===== src/rtl/mem_stage_atomic.sv =====
// MEM-stage access sequencer: issues dcache requests for the EX/MEM access,
// holds the LL/SC link register and resolves SC success or failure.
module mem_stage_atomic #(
    parameter int LINK_LSB = 2,
    parameter int ADDR_W   = 32
) (
    input  logic              CLK,
    input  logic              nRST,
    input  logic              dmemren,
    input  logic              dmemwen,
    input  logic              datomic,
    input  logic [ADDR_W-1:0] dmemaddr,
    input  logic [ADDR_W-1:0] dmemstore,
    input  logic              dhit,
    input  logic              ccinv,
    input  logic [ADDR_W-1:0] ccsnoopaddr,
    output logic              dcache_ren,
    output logic              dcache_wen,
    output logic [ADDR_W-1:0] dcache_addr,
    output logic [ADDR_W-1:0] dcache_store,
    output logic              mem_stall,
    output logic [ADDR_W-1:0] sc_rdat,
    output logic              link_valid,
    output logic [ADDR_W-1:0] link_addr
);

    typedef enum logic [1:0] {IDLE, WAIT, DONE} state_e;

    state_e            state_q, state_d;
    logic              link_valid_q, link_valid_d;
    logic [ADDR_W-1:0] link_addr_q, link_addr_d;
    logic              sc_ok_q, sc_ok_d;

    logic is_ll, is_sc, req, match, snoop_hit, sc_fail;
    logic ren_c, wen_c, stall_c;

    assign is_ll = dmemren & datomic;
    assign is_sc = dmemwen & datomic;
    assign req   = dmemren | dmemwen;

    // Block-granular compares: low LINK_LSB bits are shifted out of the XOR.
    assign match     = ((dmemaddr ^ link_addr_q) >> LINK_LSB) == '0;
    assign snoop_hit = ccinv && (((ccsnoopaddr ^ link_addr_q) >> LINK_LSB) == '0);
    assign sc_fail   = is_sc & ~(link_valid_q & match);

    always_comb begin
        // NOTE: every always_comb target gets a default first so no path infers a latch.
        state_d      = state_q;
        link_valid_d = link_valid_q & ~snoop_hit;
        link_addr_d  = link_addr_q;
        sc_ok_d      = sc_ok_q;
        ren_c        = 1'b0;
        wen_c        = 1'b0;
        stall_c      = 1'b0;

        unique case (state_q)
            IDLE: begin
                if (req) begin
                    stall_c = 1'b1;
                    if (sc_fail) begin
                        sc_ok_d      = 1'b0;
                        link_valid_d = 1'b0;
                        state_d      = DONE;
                    end else begin
                        ren_c   = dmemren;
                        wen_c   = dmemwen;
                        state_d = WAIT;
                    end
                end
            end
            WAIT: begin
                stall_c = 1'b1;
                ren_c   = dmemren;
                wen_c   = dmemwen;
                // An invalidation of the linked block aborts an in-flight SC before its write lands.
                if (is_sc && snoop_hit) begin
                    wen_c        = 1'b0;
                    sc_ok_d      = 1'b0;
                    link_valid_d = 1'b0;
                    state_d      = DONE;
                end else if (dhit) begin
                    state_d = DONE;
                    if (is_ll) begin
                        link_valid_d = 1'b1;
                        link_addr_d  = dmemaddr;
                    end else if (is_sc) begin
                        sc_ok_d      = 1'b1;
                        link_valid_d = 1'b0;
                    end else if (dmemwen && match) begin
                        link_valid_d = 1'b0;
                    end
                end
            end
            DONE:    state_d = IDLE;
            default: state_d = IDLE;
        endcase
    end

    always_ff @(posedge CLK or negedge nRST) begin
        if (!nRST) begin
            state_q      <= IDLE;
            link_valid_q <= 1'b0;
            link_addr_q  <= '0;
            sc_ok_q      <= 1'b0;
        end else begin
            // NOTE: sequential state uses non-blocking assignments so all registers update together.
            state_q      <= state_d;
            link_valid_q <= link_valid_d;
            link_addr_q  <= link_addr_d;
            sc_ok_q      <= sc_ok_d;
        end
    end

    // Request outputs are forced low while reset is held, even with EX/MEM inputs still present.
    assign dcache_ren   = ren_c & nRST;
    assign dcache_wen   = wen_c & nRST;
    assign mem_stall    = stall_c & nRST;
    assign dcache_addr  = nRST ? dmemaddr : '0;
    assign dcache_store = nRST ? dmemstore : '0;
    assign sc_rdat      = {{(ADDR_W-1){1'b0}}, sc_ok_q};
    assign link_valid   = link_valid_q;
    assign link_addr    = link_addr_q;

endmodule


===== config.mk =====
export PLATFORM = sky130hd
export DESIGN_NAME = mem_stage_atomic
export DESIGN_NICKNAME = d
export VERILOG_FILES = /design/src/rtl/mem_stage_atomic.sv
export SDC_FILE = /design/constraint.sdc
export NUM_CORES = 1
export LEC_CHECK = 0
export ABC_AREA = 1
export BUFFER_PORTS_ARGS = -buffer_cell sky130_fd_sc_hd__buf_2
export CAP_MARGIN = 0
export CORE_MARGIN = 2
export CORE_UTILIZATION = 43
export DETAILED_ROUTE_END_ITERATION = 7
export GPL_ROUTABILITY_DRIVEN = 0
export PLACE_DENSITY_LB_ADDON = 0.1
export SYNTH_ARGS = -nofsm -noshare
export SYNTH_HDL_FRONTEND = slang
export SYNTH_SLANG_ARGS = --single-unit

===== constraint.sdc =====
create_clock -name CLK -period 4 [get_ports CLK]
set_clock_uncertainty 0.05 [all_clocks]
set_input_delay 0.2 -clock CLK [delete_from_list [all_inputs] [get_ports CLK]]
set_output_delay 0.2 -clock CLK [all_outputs]
set_load 0.02 [all_outputs]

==> run summary <==
Reg-to-Reg Start - link_addr[28]$_DFFE_PN0P_
Yosys cell types - 25
RSZ-0062 raised after global routing - no
Final wirelength - 10530 um
Setup-failing EPs final - 0
Worst EP required - 4140 ps
# fillers - 818
CP cell instances - xnor2_1 -> nand2_1 -> nor2_1 -> nand2_1 -> nor2_1 -> nand3_1 -> nand2_1 -> inv_2 -> nand3_4 -> nand2_1 -> o21ai_0
Crit. End Element - flip-flop
Tot GR Track Use - 0.2326
Clk_lat worst skew - 290 ps
Worst path arrival time - 2400 ps
PwrDens - 509.7 mW/mm^2
TritonRoute pass-1 iters - 5
Reg clk slew, reported paths - 80 ps
# Max-Cap Violations - 0
First-pass GRT wire length - 16460 um
CP startpoint - link_addr[28]$_DFFE_PN0P_
Most frequent cells after synthesis - nand2_1, inv_1, nor2_1
CTS sink count - 36
Synth async-reset ratio - 1.000
Fmax - 0.4417 GHz
Post-synth top area share - 0.2574
DR vias/cell - 4.408
Number of global-route vias before repair - 3696
Synthesis Warnings - 0
Critical path type - flip-flop to flip-flop
Flops & latches, synth - 36
Num CTS Buffers - 5
Max-slew violations - 0
H-tree depth - 2
Hold Crit Class - primary input to flip-flop
Outcome - completed
Worst-path fanout max - 64
Antenna Nets Post-Route - 0
1st-iter DRT viols - 132
# IOs - 235
Total gr overflow - 0
Port bufs - 201
Lkg Pwr - 3.234 nW
Hold_sp - dmemaddr[0]
Antenna violations before repair - 0
Largest net degree at the start of global routing - 65
Post-CTS Setup Inserts - 0
Area Growth Syn to Fin - 30.10%
Final hold violation count - 0
Synth top area cells - dfrtp_1, nand2_1, inv_1, buf_4, xnor2_1
Avg WL per Cell - 11.45 um
Post-synth EDFFs - 0
Share of layout cells above drive strength 1 - 0.2632
Synth area leader - dfrtp_1
Average size of a mapped cell - 5.645 um^2
Post-Syn Area - 0.003500 mm^2
Nets@finish - 919
Sequential area share after synthesis - 0.2574
Die width - 94.22 um
Slowest cell on crit path - dfrtp_1
Slew headroom - 0.5529
Core area - 0.007807 mm^2
Clock tree buffer depth - 2
Min Tclk post-route - 2264 ps
Max stage delay on crit path - 430 ps
Critical path's top delay family - simple AND/OR/NAND/NOR gates
Util after Layout - 0.5832
Row cnt - 32
VDD IR max - 0.0002424 V
Area of the die - 0.008876 mm^2
Most common cell in the synthesized netlist - nand2_1
Fin crit share - 0.5660
Top FF cell, synth - dfrtp_1
DP HPWL - 8710 um
Buf+Inv Stages, Crit Path - 1
Crit path launch type - flip-flop
TritonCTS clock tree - built
Vias - 4051
Worst-Margin Slew - 670.6 ps
Setup TNS - 0 ps
Cells after Synth - 620
Initial Utilization - 0.4482
Crit path top cell by count - nand2_1
Clock Tree Root - clkbuf_8
DRC - 0
Die Y-Extent - 94.22 um
Antenna cells - 0
[worst paths after layout]
| check | to | slack [ps] | cells past startpoint |
|---|---|---|---|
| worst max-delay path | link_addr[26]$_DFFE_PN0P_ | 1740 | 11 |
| worst min-delay path | link_addr[0]$_DFFE_PN0P_ | 120 | 3 |
| worst max register to register | link_addr[26]$_DFFE_PN0P_ | 1740 | 11 |
| worst min register to register | link_addr[0]$_DFFE_PN0P_ | 440 | 2 |
| max in group asynchronous | link_addr[28]$_DFFE_PN0P_ | 2760 | 3 |
| min in group asynchronous | link_addr[23]$_DFFE_PN0P_ | 430 | 2 |
[registers in the layout, indices dropped and copies added, names as in the netlist]
signal and cells:
link_addr 32, sc_ok_q 1, link_valid 1, state_q 2
[stage by stage]
stage | std cells | worst slack [ps] | power (mW) | instance area (um^2) | hold slack, ps
final | 919 | 1736 | 2.321 | 4553 | 117.5
after global routing | 919 | 1448 | 2.539 | 4553 | 121.7
after CTS | 919 | 1726 | 2.337 | 4553 | 115.3
after detailed placement | 910 | 1748 | 2.053 | 4453 | 214.7
after global placement | 910 | 1769 | 2.024 | 4453 | 193.2
after floorplan | 650 | 2193 | 1.635 | 3612 | -145.6
[cell type report]
type                       count  area [um^2]  share of cell area
timing repair buffer         204         1033              0.2270
sequential                    36        900.9              0.1979
multi-input combinational    415         1823              0.4004
clock buffer                   8        90.09             0.01979
tap                          102        127.6             0.02803
inverter                     154        578.1              0.1270
[worst register-to-register path, stage by stage (launching register included)]
cell and delay, ps:
dfrtp_1 430, xnor2_1 290, nand2_1 80, nor2_1 100, nand2_1 80, nor2_1 150
nand3_1 120, nand2_1 120, inv_2 60, nand3_4 430, nand2_1 150, o21ai_0 110
[layer usage]
| metal | track usage | up-vias | routed length, um |
|---|---|---|---|
| met2 | 0.4280 | 170 | 5310 |
| met4 | 0.06643 | 0 | 244 |
| li1 | - | 2110 | - |
| met1 | 0.2748 | 1750 | 4286 |
| met5 | 0 | - | 0 |
| met3 | 0.04093 | 21 | 684 |
[what timing repair did]
action	CTS	global route
hold buffers	1	0
endpoints found under the hold margin	12	0
endpoints found under the setup margin	0	0
resized for setup	0	0
[kinds of logic after synthesis]
logic type,Yosys count,share of synthesized area
AO/OA/AOI/OAI,41,0.06186
AND/OR/NAND/NOR,315,0.3557
flip-flops,36,0.2574
XOR/XNOR,28,0.07008
buffers and inverters,199,0.2538
other,1,0.001072
[cells in the final DEF (no fill, tap or decap), types with 10 or more instances in the layout]
cell,n
nand2_1,239
buf_2,200
inv_1,151
nor2_1,50
dfrtp_1,36
conb_1,31
xnor2_1,25
o21ai_0,19
a21oi_1,16
nand4_1,12
nand3_1,10
[report_power, final]
group	switching (mW)	total (mW)	leakage (nW)	internal [mW]
logic	0.844	1.33	2.76	0.481
clock network	0.137	0.278	0.0455	0.141
registers	0.194	0.717	0.429	0.523
total	1.18	2.32	3.23	1.15
(Power assumes the default switching activity.)
